**src/rtl/cpu_types_pkg.sv**
```systemverilog
// Shared CPU types: register index, hazard-controller state and the latch control bundle.
// Control constants are one per priority outcome so the top's priority block stays readable.
package cpu_types_pkg;

   typedef logic [4:0] regbits_t;

   typedef enum logic [1:0] {HZ_RUN, HZ_DWAIT, HZ_HALT} hzd_state_t;

   typedef struct packed {
      logic pc_en;
      logic ifid_en;
      logic ifid_flush;
      logic idex_en;
      logic idex_flush;
      logic exmem_en;
      logic exmem_flush;
      logic memwb_en;
   } hzd_ctrl_t;

   localparam hzd_ctrl_t CTRL_IDLE = '0;
   localparam hzd_ctrl_t CTRL_RUN = '{pc_en: 1'b1, ifid_en: 1'b1, ifid_flush: 1'b0,
                                      idex_en: 1'b1, idex_flush: 1'b0,
                                      exmem_en: 1'b1, exmem_flush: 1'b0, memwb_en: 1'b1};
   localparam hzd_ctrl_t CTRL_BRANCH = '{pc_en: 1'b1, ifid_en: 1'b1, ifid_flush: 1'b1,
                                         idex_en: 1'b1, idex_flush: 1'b1,
                                         exmem_en: 1'b1, exmem_flush: 1'b1, memwb_en: 1'b1};
   localparam hzd_ctrl_t CTRL_JUMP = '{pc_en: 1'b1, ifid_en: 1'b1, ifid_flush: 1'b1,
                                       idex_en: 1'b1, idex_flush: 1'b1,
                                       exmem_en: 1'b1, exmem_flush: 1'b0, memwb_en: 1'b1};
   // Load-use: hold PC and IF_ID, inject a bubble into ID_EX.
   localparam hzd_ctrl_t CTRL_LOADUSE = '{pc_en: 1'b0, ifid_en: 1'b0, ifid_flush: 1'b0,
                                          idex_en: 1'b1, idex_flush: 1'b1,
                                          exmem_en: 1'b1, exmem_flush: 1'b0, memwb_en: 1'b1};
   localparam hzd_ctrl_t CTRL_IMISS = '{pc_en: 1'b0, ifid_en: 1'b1, ifid_flush: 1'b1,
                                        idex_en: 1'b1, idex_flush: 1'b0,
                                        exmem_en: 1'b1, exmem_flush: 1'b0, memwb_en: 1'b1};
   localparam hzd_ctrl_t CTRL_HALTING = '{pc_en: 1'b0, ifid_en: 1'b0, ifid_flush: 1'b0,
                                          idex_en: 1'b0, idex_flush: 1'b0,
                                          exmem_en: 1'b0, exmem_flush: 1'b0, memwb_en: 1'b1};

endpackage

```
**src/rtl/sat_counter.sv**
```systemverilog
// Saturating up-counter: one-cycle update on inc, sticks at all-ones, no backpressure.
// Synchronous active-high reset to zero.
module sat_counter #(
   parameter int CNT_W = 32
) (
   input  logic             CLK,
   input  logic             RST,
   input  logic             inc,
   output logic [CNT_W-1:0] count
);

   logic [CNT_W-1:0] count_q;
   logic [CNT_W-1:0] count_d;

   always_comb begin
      count_d = count_q;
      if (inc && (count_q != {CNT_W{1'b1}})) begin
         count_d = count_q + CNT_W'(1);
      end
   end

   always_ff @(posedge CLK) begin
      if (RST) begin
         count_q <= '0;
      end else begin
         count_q <= count_d;
      end
   end

   assign count = count_q;

endmodule

```
**src/rtl/pipeline_hazard_ctrl.sv**
```systemverilog
// Pipeline latch/PC sequencer: combinational enables/flushes from state and hazards, zero latency.
// Data-memory misses freeze the whole pipe (DWAIT) until dhit; HALT holds until RST.
module pipeline_hazard_ctrl
   import cpu_types_pkg::*;
#(
   parameter int REG_W = $bits(regbits_t),
   parameter int CNT_W = 32
) (
   input  logic             CLK,
   input  logic             RST,
   input  logic             ihit,
   input  logic             dhit,
   input  logic [REG_W-1:0] rs_id,
   input  logic [REG_W-1:0] rt_id,
   input  logic             dREN_ex,
   input  logic             RegWr_ex,
   input  logic [REG_W-1:0] wsel_ex,
   input  logic             jumpFlush_ex,
   input  logic             brTaken_mem,
   input  logic             dREN_mem,
   input  logic             dWEN_mem,
   input  logic             halt_wb,
   output logic             pc_en,
   output logic             ifid_en,
   output logic             ifid_flush,
   output logic             idex_en,
   output logic             idex_flush,
   output logic             exmem_en,
   output logic             exmem_flush,
   output logic             memwb_en,
   output logic             halted,
   output logic [CNT_W-1:0] stall_cnt
);

   hzd_state_t state_q, state_d;
   logic       halted_q, halted_d;
   logic       live_q, live_d;
   logic       lu_q, lu_d;
   hzd_ctrl_t  ctrl;
   logic       stall_inc;
   logic       dmiss;
   logic       load_use;
   logic       active;

   assign dmiss    = (dREN_mem | dWEN_mem) & ~dhit;
   assign load_use = dREN_ex & RegWr_ex & (wsel_ex != '0) &
                     ((wsel_ex == rs_id) | (wsel_ex == rt_id));
   // live_q keeps outputs quiet until the first edge after reset is released.
   assign active   = live_q & (state_q != HZ_HALT);

   always_ff @(posedge CLK) begin
      if (RST) begin
         state_q  <= HZ_RUN;
         halted_q <= 1'b0;
         live_q   <= 1'b0;
         lu_q     <= 1'b0;
      end else begin
         state_q  <= state_d;
         halted_q <= halted_d;
         live_q   <= live_d;
         lu_q     <= lu_d;
      end
   end

   always_comb begin
      state_d  = state_q;
      halted_d = halted_q;
      live_d   = 1'b1;
      if (active) begin
         if (halt_wb) begin
            state_d  = HZ_HALT;
            halted_d = 1'b1;
         end else if (dmiss) begin
            state_d = HZ_DWAIT;
         end else begin
            state_d = HZ_RUN;
         end
      end
   end

   // lu_q marks a bubble already injected, so a stale hazard cannot stall twice.
   always_comb begin
      ctrl      = CTRL_IDLE;
      lu_d      = 1'b0;
      stall_inc = 1'b0;
      if (active) begin
         if (halt_wb) begin
            ctrl = CTRL_HALTING;
         end else if (dmiss) begin
            ctrl = CTRL_IDLE;
         end else if (brTaken_mem) begin
            ctrl = CTRL_BRANCH;
         end else if (jumpFlush_ex) begin
            ctrl = CTRL_JUMP;
         end else if (load_use && !lu_q) begin
            ctrl = CTRL_LOADUSE;
            lu_d = 1'b1;
         end else if (!ihit) begin
            ctrl = CTRL_IMISS;
         end else begin
            ctrl = CTRL_RUN;
         end
         stall_inc = ~ctrl.pc_en;
      end
   end

   assign pc_en       = ctrl.pc_en;
   assign ifid_en     = ctrl.ifid_en;
   assign ifid_flush  = ctrl.ifid_flush;
   assign idex_en     = ctrl.idex_en;
   assign idex_flush  = ctrl.idex_flush;
   assign exmem_en    = ctrl.exmem_en;
   assign exmem_flush = ctrl.exmem_flush;
   assign memwb_en    = ctrl.memwb_en;
   assign halted      = halted_q;

   sat_counter #(
      .CNT_W (CNT_W)
   ) u_stall_cnt (
      .CLK   (CLK),
      .RST   (RST),
      .inc   (stall_inc),
      .count (stall_cnt)
   );

endmodule

```
**config.mk**
```make
export PLATFORM = sky130hd
export DESIGN_NAME = pipeline_hazard_ctrl
export DESIGN_NICKNAME = d
export VERILOG_FILES = /design/src/rtl/cpu_types_pkg.sv /design/src/rtl/sat_counter.sv /design/src/rtl/pipeline_hazard_ctrl.sv
export SDC_FILE = /design/constraint.sdc
export NUM_CORES = 1
export LEC_CHECK = 0
export BUFFER_PORTS_ARGS = -buffer_cell sky130_fd_sc_hd__buf_4
export CAP_MARGIN = 20
export CORE_MARGIN = 8
export CORE_UTILIZATION = 35
export DETAILED_ROUTE_END_ITERATION = 12
export PLACE_DENSITY = 0.58
export SLEW_MARGIN = 20
export SYNTH_ARGS = -nofsm -noshare
export SYNTH_HDL_FRONTEND = slang
export SYNTH_SLANG_ARGS = --single-unit
```
**constraint.sdc**
```tcl
create_clock -name CLK -period 4.6 [get_ports CLK]
set_input_delay 0.46 -clock CLK [delete_from_list [all_inputs] [get_ports CLK]]
set_output_delay 0.46 -clock CLK [all_outputs]
set_load 0.05 [all_outputs]
```
==> results of run 1 <==
[report_power, final]
part	switching, mW	leakage (nW)	internal (mW)
clock	0.116	0.0542	0.135
sequential	0.00312	0.299	0.324
combinational	0.0603	0.794	0.0383
total	0.180	1.15	0.498
[through the flow]
| stage | area (sq um) | worst slack [ps] | hold WS (ps) | std cells |
|---|---|---|---|---|
| 2_1_floorplan | 2250 | 2160 | 449 | 271 |
| 3_3_place_gp | 2760 | 1940 | 449 | 398 |
| 3_5_place_dp | 2760 | 1910 | 469 | 398 |
| 4_1_cts | 2860 | 1890 | 428 | 406 |
| 5_1_grt | 2860 | 1700 | 458 | 406 |
| 6_report | 2860 | 1860 | 429 | 406 |
[cell type report]
class	count	area share, %
sequential	37	25.9
timing repair buffer	68	17.9
clock buffer	7	3.37
inverter	6	0.788
tap	77	3.37
clock inverter	1	0.175
multi-input combinational	210	48.5
[cells in the mapped netlist (2+ instances only)]
library cell	count
mux2i_1	2
mux2_1	8
nand3_1	19
and2_1	3
o31ai_1	5
inv_1	6
nor4b_1	2
nor2b_1	8
or4_1	5
buf_6	2
buf_2	6
o21ai_1	4
buf_4	4
o21ai_0	6
a21oi_1	24
nor2_1	18
dfxtp_1	37
nand2_1	17
clkbuf_1	6
a211oi_1	2
o41ai_1	7
or2_2	6
nor3_1	4
nand4_1	7
and4_1	4
and3_1	11
nor4_1	6
xnor2_1	10
o311ai_1	6
or3_1	12
[metal layers]
metal	wire, um	part of all wire [%]
met1	2890	46
met2	2790	45
met3	468	7.5
met4	70	1.1
met5	0	0
[worst max-delay path, stage by stage, from the launching register on]
cell	delay, ps
dfxtp_1	440
and4_1	380
nand3_1	210
nor4_4	810
buf_4	380
nor4_1	100
mux2_1	310
[cell families (layout without fill, tap and decap cells)]
| group | after synthesis | count (layout) | synth area share (%) |
|---|---|---|---|
| simple gates | 127 | 127 | 33.2 |
| compound gates | 62 | 62 | 18.9 |
| flops | 37 | 37 | 32.9 |
| buf+inv | 24 | 82 | 5.67 |
| xor+xnor | 10 | 10 | 3.89 |
| mux | 10 | 10 | 4.89 |
| fa+ha+maj | 1 | 1 | 0.556 |
[registers in the layout, indices dropped and copies added (netlist names)]
name               count
halted                 1
live_q                 1
lu_q                   1
state_q                2
u_stall_cnt.count     32
[path summary, 6_finish.rpt]
path | startpoint | to | slack [ps] | depth (start not counted)
worst max-delay path | u_stall_cnt.count[17]$_SDFFE_PP0P_ | u_stall_cnt.count[11]$_SDFFE_PP0P_ | 1860 | 6
worst min-delay path | halt_wb | halted$_SDFFE_PP0P_ | 430 | 3
worst max register to register | u_stall_cnt.count[17]$_SDFFE_PP0P_ | u_stall_cnt.count[11]$_SDFFE_PP0P_ | 1860 | 6
worst min register to register | state_q[1]$_SDFFE_PP0P_ | state_q[1]$_SDFFE_PP0P_ | 480 | 2
==> flow_metrics.tcl, run 1 <==
set metrics [dict create \
    grt_start_max_net_pins 43 \
    routabilityCongestion 0.808 \
    grt_use_met3_pct 3.90 \
    busiest_layer "met2" \
    cts-buffers-inserted 5 \
    nNetsFinal 355 \
    async_flop_share_pct 0 \
    synth_cells 271 \
    root_buffer "clkbuf_8" \
    status "completed" \
    drv_slew 0 \
    utilization_pct 45.5 \
    die_w_um 96.2 \
    fp.coreArea_sq_mm 0.00628 \
    synth.avg_cell_area_sq_um 8.31 \
    min_path_type "in2reg" \
    num_io_pins 67 \
    grt_antenna_before_repair 0 \
    h-tree-depth 2 \
    hold_buffers 0 \
    initialDrtViolationCount 102 \
    detail_route.wl_per_cell_um 15.3 \
    yosysTopAreaCell "dfxtp_1" \
    n_fill_cell 664 \
    synth_area_leaders "dfxtp_1 (33%), a21oi_1 (5.3%), nand3_1 (4.2%)" \
    rsz0062_at_grt "no" \
    grt_pass1_wl_mm 10.2 \
    seq_area_sq_um 741 \
    grt_overflow 0 \
    synth_area_sq_mm 0.00225 \
    io_buffers 66 \
    clockBufferDepth 2 \
    cts_tree "done" \
    drive_gt1_share_pct 27.4 \
    die_y_um 96.2 \
    drv_cap 0 \
    grt_usage_pct 13.6 \
    crit_path_start_kind "flop" \
    synth-warning-count 0 \
    syn_nets 298 \
    vias_per_cell 5.46 \
    wirelength_mm 6.22 \
    clock_latency_ps 290 \
    cts_setup_buffers 0 \
    max-vdd-ir-drop_uv 121 \
    cts.sinks 37 \
    vias 2216 \
    finalPower_mw 0.677 \
    path_max_fanout 22 \
    tns_ps 0 \
    die_area_sq_mm 0.00925 \
    path_class "reg2reg" \
    hold_viol_final 0 \
    min_period_ps 2740 \
    initial_utilization_pct 35.9 \
    dominantRegCellSynth "dfxtp_1" \
    rows 29 \
    synth-seq-cells 37 \
    dr.pass1.iters 4 \
    mostFrequentLayoutCells "buf_4 (68), dfxtp_1 (37), a21oi_1 (23)" \
    fin_crit_sh_pct 59.6 \
    fin_skew_ps 5.69 \
    fmaxAchievable_mhz 365 \
    antenna_left 0 \
    gr-usage-met1_pct 17.4 \
    critPathArrivalTime_ps 2930 \
    grt_pass1_vias 2101 \
    dp_hpwl_mm 4.58 \
    crit_required_ps 4780 \
    multi_input_area_sq_mm 0.00139 \
    power.density_mw_per_mm2 237 \
    cts_resized 0 \
    met2_usage_pct 21.5 \
    post_synth_num_cell_types 44 \
    end_kind "flop" \
    synth_edf_count 0 \
    p_leak_nw 1.15 \
    ys_seq_area_share_pct 32.9 \
    yosys.area.top_type_share_pct 32.9 \
    insertedDiodeCount 0 \
    drc 0 \
    layout_commonest_cell "buf_4" \
    max_slew_margin_pct 43.6 \
    setup_viol 0 \
    worstMarginPinSlew_ps 840 \
    clk_pin_slew_ps 70 \
    area_growth_pct 27.0 \
]
No activity file was read; power rests on OpenSTA's default activity.
==> inputs of run 2 (changes only) <==
--- a/config.mk
+++ b/config.mk
@@ -5,12 +5,13 @@
 export SDC_FILE = /design/constraint.sdc
 export NUM_CORES = 1
 export LEC_CHECK = 0
+export ABC_AREA = 1
 export BUFFER_PORTS_ARGS = -buffer_cell sky130_fd_sc_hd__buf_4
 export CAP_MARGIN = 20
 export CORE_MARGIN = 8
 export CORE_UTILIZATION = 35
 export DETAILED_ROUTE_END_ITERATION = 12
-export PLACE_DENSITY = 0.58
+export PLACE_DENSITY = 0.56
 export SLEW_MARGIN = 20
 export SYNTH_ARGS = -nofsm -noshare
 export SYNTH_HDL_FRONTEND = slang
==> constraint.sdc (replaced) <==
create_clock -name CLK -period 2.75 [get_ports CLK]
set_input_delay 0.275 -clock CLK [delete_from_list [all_inputs] [get_ports CLK]]
set_output_delay 0.275 -clock CLK [all_outputs]
set_load 0.05 [all_outputs]
==> run 2 against run 1 <==
Sequential share of layout area decreased by 4.3 points. Largest power group unchanged. Cell count is 45% higher. Register-to-register slack got worse by 1300 ps. Die area is 21% higher. Synthesized area rose by 25%. Critical endpoint is now u_stall_cnt.count[4]$_SDFFE_PP0P_. Combinational power is 93% higher. Global-route usage rose by 1.0 points. Critical path type unchanged. Flip-flop and latch count is the same. Highest routed layer unchanged. Maximum frequency up 24%. Clock power grew 55%.
==> flow_metrics.tcl, run 2 <==
set metrics [dict create \
    min_path_type "in2reg" \
    grt_start_max_net_pins 38 \
    h-tree-depth 2 \
    dominantRegCellSynth "dfxtp_1" \
    synth_area_sq_mm 0.00282 \
    rsz0062_at_grt "no" \
    regToRegStartpoint "u_stall_cnt.count[0]$_SDFFE_PP0P_" \
    cpMaxStageDelayCell "dfxtp_1" \
    post_synth_num_cell_types 30 \
    synth_fa_ha_area_share_pct 0.444 \
    end_kind "flop" \
    status "completed" \
    mostFrequentLayoutCells "nand2_1 (114), buf_4 (69), nor2_1 (62)" \
    tns_ps 0 \
    synth-warning-count 0 \
    root_buffer "clkbuf_8" \
    clk_pin_slew_ps 70 \
    die_w_um 106 \
    muxShareOfSynthArea_pct 0 \
    grt_pass1_wl_mm 13.8 \
    grt_pass1_vias 2832 \
    cts_resized 0 \
    vias_per_cell 4.76 \
    synth_most_common_cell "nand2_1" \
    reg2regPathDepth 9 \
    insertedDiodeCount 0 \
    min_period_ps 2210 \
    fmaxAchievable_mhz 453 \
    fp.coreArea_sq_mm 0.00777 \
    ys_seq_area_share_pct 26.3 \
    synth_compound_area_share_pct 11.1 \
    power.density_mw_per_mm2 329 \
    crit_path_start_kind "flop" \
    crit_required_ps 2970 \
    nNetsFinal 515 \
    cts-buffers-inserted 5 \
    synth_common_cells "nand2_1 (114), nor2_1 (62), inv_1 (44), dfxtp_1 (37), nand4_1 (32)" \
    fin_crit_sh_pct 80.4 \
    synth-seq-cells 37 \
    clockBufferDepth 2 \
    initial_utilization_pct 36.2 \
    max-vdd-ir-drop_uv 164 \
    path_class "reg2reg" \
    grt_overflow 0 \
    cpPeakStageDelay_ps 480 \
    io_buffers 66 \
    r2r_end "u_stall_cnt.count[4]$_SDFFE_PP0P_" \
    synth_area_leaders "dfxtp_1 (26%), nand2_1 (15%), a21oi_2 (9.3%)" \
    drv_cap 0 \
    synth_cells 429 \
    grt_antenna_before_repair 0 \
    p_leak_nw 1.35 \
    num_io_pins 67 \
    wirelength_mm 8.00 \
    drc 0 \
    clock_latency_ps 290 \
    detail_route.wl_per_cell_um 13.6 \
    hold_viol_final 0 \
    max_slew_margin_pct 63.1 \
    syn_nets 456 \
    synth_top_family_by_area "simple AND/OR/NAND/NOR gates" \
    n_fill_cell 849 \
    synth_edf_count 0 \
    fin_skew_ps 6.33 \
    synth_xor_xnor_area_share_pct 8.09 \
    area_growth_pct 21.6 \
    layout_commonest_cell "nand2_1" \
    yosysTopAreaCell "dfxtp_1" \
    finalPower_mw 1.13 \
    die_area_sq_mm 0.0112 \
    path_max_fanout 32 \
    hp-start "halt_wb" \
    cts_tree "done" \
    dr.pass1.iters 4 \
    synth_simple_gate_area_share_pct 43.7 \
    hold_buffers 0 \
    die_y_um 106 \
    initialDrtViolationCount 129 \
    drive_gt1_share_pct 28.3 \
    regToRegSetupSlack_ps 540 \
    async_flop_share_pct 0 \
    vias 2808 \
    largest_reg_flops 32 \
    grt_usage_pct 14.6 \
    cp_cell_sequence "ha_1 -> nand2_2 -> nor2_2 -> nand4_2 -> nor2_4 -> nand4_4 -> nand3_4 -> nand2_1 -> a21oi_2" \
    yosys.area.top_type_share_pct 26.3 \
    holdPathEnd "state_q[1]$_SDFFE_PP0P_" \
    synth.avg_cell_area_sq_um 6.56 \
    setup_viol 0 \
    cts_setup_buffers 0 \
    dp_hpwl_mm 6.25 \
    routabilityCongestion 0.912 \
    whs_path_depth 3 \
    worstMarginPinSlew_ps 554 \
    critPathArrivalTime_ps 2430 \
    antenna_left 0 \
    cts.sinks 37 \
    drv_slew 0 \
    rows 32 \
]
run 2: layout make-up:
cell class	instances	area, sq um	area share, %
Clock buffer	7	86.3	2.52
Inverter	45	169	4.93
Multi-Input combinational cell	330	1780	52.1
Sequential cell	37	741	21.6
Tap cell	102	128	3.73
Timing Repair Buffer	69	518	15.1
run 2: worst max path at each step:
stage	startpoint	to	depth (start not counted)
3_5_place_dp	u_stall_cnt.count[0]$_SDFFE_PP0P_	u_stall_cnt.count[4]$_SDFFE_PP0P_	9
6_report	u_stall_cnt.count[0]$_SDFFE_PP0P_	u_stall_cnt.count[4]$_SDFFE_PP0P_	9
5_1_grt	u_stall_cnt.count[0]$_SDFFE_PP0P_	u_stall_cnt.count[6]$_SDFFE_PP0P_	9
3_3_place_gp	u_stall_cnt.count[0]$_SDFFE_PP0P_	u_stall_cnt.count[4]$_SDFFE_PP0P_	9
4_1_cts	u_stall_cnt.count[0]$_SDFFE_PP0P_	u_stall_cnt.count[4]$_SDFFE_PP0P_	9
2_1_floorplan	dWEN_mem	idex_flush	6
run 2: logic make-up (layout without fill, tap and decap cells):
kind of cell,Yosys count,after routing
DFF,37,37
AOI/OAI and AO/OA,39,39
adders and majority gates,1,1
xor gates and xnor gates,26,26
buffers and inverters,62,121
and+or+nand+nor,264,264
run 2: power by group:
part | switching, mW | total [mW] | internal (mW)
combinational | 0.128 | 0.190 | 0.0619
clock | 0.191 | 0.390 | 0.199
sequential | 0.00567 | 0.547 | 0.542
run 2: metal layers:
layer	routed length (um)	up-vias	global-route usage, %
met4	74	0	3.62
met2	3520	59	23.5
li1	-	1494	-
met3	434	6	3.41
met1	3970	1249	19.2
met5	0	-	0
run 2: metrics by stage:
step	hold WS (ps)	worst slack, ps	utilization (%)	cell area [sq um]	cells
after CTS	276	508	44.1	3420	590
after floorplan	440	113	-	2820	429
after detailed placement	452	532	43.0	3340	583
after global routing	280	324	44.1	3420	590
after global placement	443	566	43.0	3340	583
final	279	540	44.1	3420	590
run 2: critical path: cells and delay by family (launching register included):
kind / cells / cell delay [ps]
AO/OA/AOI/OAI: 1 / 140
AND/OR/NAND/NOR: 7 / 1200
adder cells (fa/ha/maj): 1 / 320
flip-flops: 1 / 480
==> inputs of run 3 (changes only) <==
--- a/config.mk
+++ b/config.mk
@@ -11,7 +11,7 @@
 export CORE_MARGIN = 8
 export CORE_UTILIZATION = 35
 export DETAILED_ROUTE_END_ITERATION = 12
-export PLACE_DENSITY = 0.56
+export PLACE_DENSITY = 0.58
 export SLEW_MARGIN = 20
 export SYNTH_ARGS = -nofsm -noshare
 export SYNTH_HDL_FRONTEND = slang
==> constraint.sdc (replaced) <==
create_clock -name CLK -period 2 [get_ports CLK]
set_input_delay 0.2 -clock CLK [delete_from_list [all_inputs] [get_ports CLK]]
set_output_delay 0.2 -clock CLK [all_outputs]
set_load 0.05 [all_outputs]
==> run 3 against run 2 <==
Global-route usage rose by 0.45 points. Hold slack got worse by 62 ps. Cell count rose by 1.5%. Final area rose by 3.7%. Utilization rose by 1.6 points. Die area did not move. Maximum frequency rose by 21%. Combinational power rose by 55%. Flip-flop and latch count did not move. Sequential share of layout area fell by 0.71 points. Clock skew fell by 1.7 ps. Clock power rose by 37%.
==> flow_metrics.tcl, run 3 (synthesis results as in run 2) <==
set metrics [dict create \
    setup_viol 0 \
    drive_gt1_share_pct 31.0 \
    grt_use_met3_pct 3.29 \
    cpPeakStageDelay_ps 390 \
    initial_utilization_pct 36.2 \
    grt_antenna_before_repair 0 \
    cts_setup_buffers 0 \
    grt_pass1_vias 2823 \
    crit_buf_inv 2 \
    vias 2905 \
    h-tree-depth 2 \
    root_buffer "clkbuf_8" \
    drv_cap 0 \
    dp_hpwl_mm 6.59 \
    whs_path_depth 3 \
    crit_required_ps 2230 \
    gr-usage-met1_pct 19.5 \
    max-vdd-ir-drop_uv 273 \
    cts_tree "done" \
    grt_overflow 0 \
    hold_buffers 0 \
    multi_input_area_sq_mm 0.00180 \
    routabilityCongestion 0.905 \
    reg2regPathDepth 10 \
    seq_area_sq_um 743 \
    grt_start_max_net_pins 38 \
    holdPathEnd "state_q[1]$_SDFFE_PP0P_" \
    clk_pin_slew_ps 70 \
    cts-buffers-inserted 5 \
    die_y_um 106 \
    clock_latency_ps 290 \
    drc 0 \
    tns_ps 0 \
    worstMarginPinSlew_ps 566 \
    num_io_pins 67 \
    initialDrtViolationCount 176 \
    fmaxAchievable_mhz 546 \
    grt_pass1_wl_mm 14.1 \
    finalPower_mw 1.58 \
    clockBufferDepth 2 \
    insertedDiodeCount 0 \
    n_fill_cell 821 \
    path_max_fanout 6 \
    rsz0062_at_grt "no" \
    die_w_um 106 \
    layout_commonest_cell "nand2_1" \
    fin_crit_sh_pct 91.6 \
    r2r_end "u_stall_cnt.count[16]$_SDFFE_PP0P_" \
    status "completed" \
    regToRegStartpoint "u_stall_cnt.count[0]$_SDFFE_PP0P_" \
    min_period_ps 1830 \
    critical-path-top-delay-family "simple AND/OR/NAND/NOR gates" \
    vias_per_cell 4.85 \
    hp-start "halt_wb" \
    io_buffers 66 \
    cts.sinks 37 \
    drv_slew 0 \
    detail_route.wl_per_cell_um 14.6 \
    dr.pass1.iters 4 \
    busiest_layer "met2" \
    fp.coreArea_sq_mm 0.00777 \
    max_slew_margin_pct 62.3 \
    regToRegSetupSlack_ps 170 \
    rows 32 \
    mostFrequentLayoutCells "nand2_1 (114), buf_4 (75), nor2_1 (59)" \
    met2_usage_pct 25.2 \
    p_leak_nw 1.42 \
    cpMaxStageDelayCell "dfxtp_2" \
    antenna_left 0 \
    wirelength_mm 8.74 \
    min_path_type "in2reg" \
    cp_cell_sequence "ha_1 -> nand2_2 -> inv_1 -> nand2_1 -> inv_1 -> nand2_1 -> nor2_2 -> xor2_1 -> nand4_1 -> a21oi_2" \
    crit_path_start_kind "flop" \
    area_growth_pct 26.2 \
    nNetsFinal 524 \
    hold_viol_final 0 \
    die_area_sq_mm 0.0112 \
    path_class "reg2reg" \
    grt_usage_pct 15.1 \
    largest_reg_flops 32 \
    end_kind "flop" \
    power.density_mw_per_mm2 446 \
    fin_skew_ps 4.60 \
    critPathArrivalTime_ps 2060 \
    cts_resized 0 \
]
-- run 3: changes by cell type in the layout (fill, tap and decap cells not counted), sizes merged --
cell    change
buf         +8
clkbuf      +1
-- run 3: per-layer routing --
layer / vias to the layer above / routed length (um)
li1: 1504 / -
met1: 1315 / 4230
met2: 80 / 4000
met3: 6 / 449
met4: 0 / 57
met5: - / 0
-- run 3: power by group --
group	switching [mW]	total (mW)	leakage (nW)	internal (mW)
clock network	0.262	0.535	0.0443	0.274
logic	0.190	0.295	1.07	0.104
registers	0.00726	0.753	0.300	0.746
-- run 3: area by class of cell --
type | count | area share [%]
repair buffers | 78 | 17.7
flip-flops and latches | 37 | 20.9
clock buffers | 7 | 2.43
multi-input cells | 330 | 50.6
well taps | 102 | 3.59
inverters | 45 | 4.76
-- run 3: stage by stage --
step           area (sq um)  setup WS (ps)  utilization, %  hold slack, ps  cells
6_report               3550            169            45.7             217    599
5_1_grt                3550           10.7            45.7             222    599
4_1_cts                3520            148            45.4             211    598
3_5_place_dp           3440            176            44.3             457    591
3_3_place_gp           3440            202            44.3             442    591
2_1_floorplan          2830           26.7               -             367    429
-- run 3: worst min-delay path, delay by kind of cell --
family / cells / cell delay (ps)
and+or+nand+nor: 1 / 80
AOI/OAI and AO/OA: 1 / 60
buffers and inverters: 1 / 120
-- run 3: worst max path at each step --
stage	startpoint	to	slack (ps)	cells after the start
floorplan	u_stall_cnt.count[0]$_SDFFE_PP0P_	u_stall_cnt.count[3]$_SDFFE_PP0P_	30	10
finish	u_stall_cnt.count[0]$_SDFFE_PP0P_	u_stall_cnt.count[16]$_SDFFE_PP0P_	170	10
global placement	u_stall_cnt.count[6]$_SDFFE_PP0P_	u_stall_cnt.count[6]$_SDFFE_PP0P_	200	9
CTS	u_stall_cnt.count[6]$_SDFFE_PP0P_	u_stall_cnt.count[27]$_SDFFE_PP0P_	150	9
global route	u_stall_cnt.count[0]$_SDFFE_PP0P_	u_stall_cnt.count[16]$_SDFFE_PP0P_	10	10
detailed placement	u_stall_cnt.count[0]$_SDFFE_PP0P_	u_stall_cnt.count[27]$_SDFFE_PP0P_	180	10
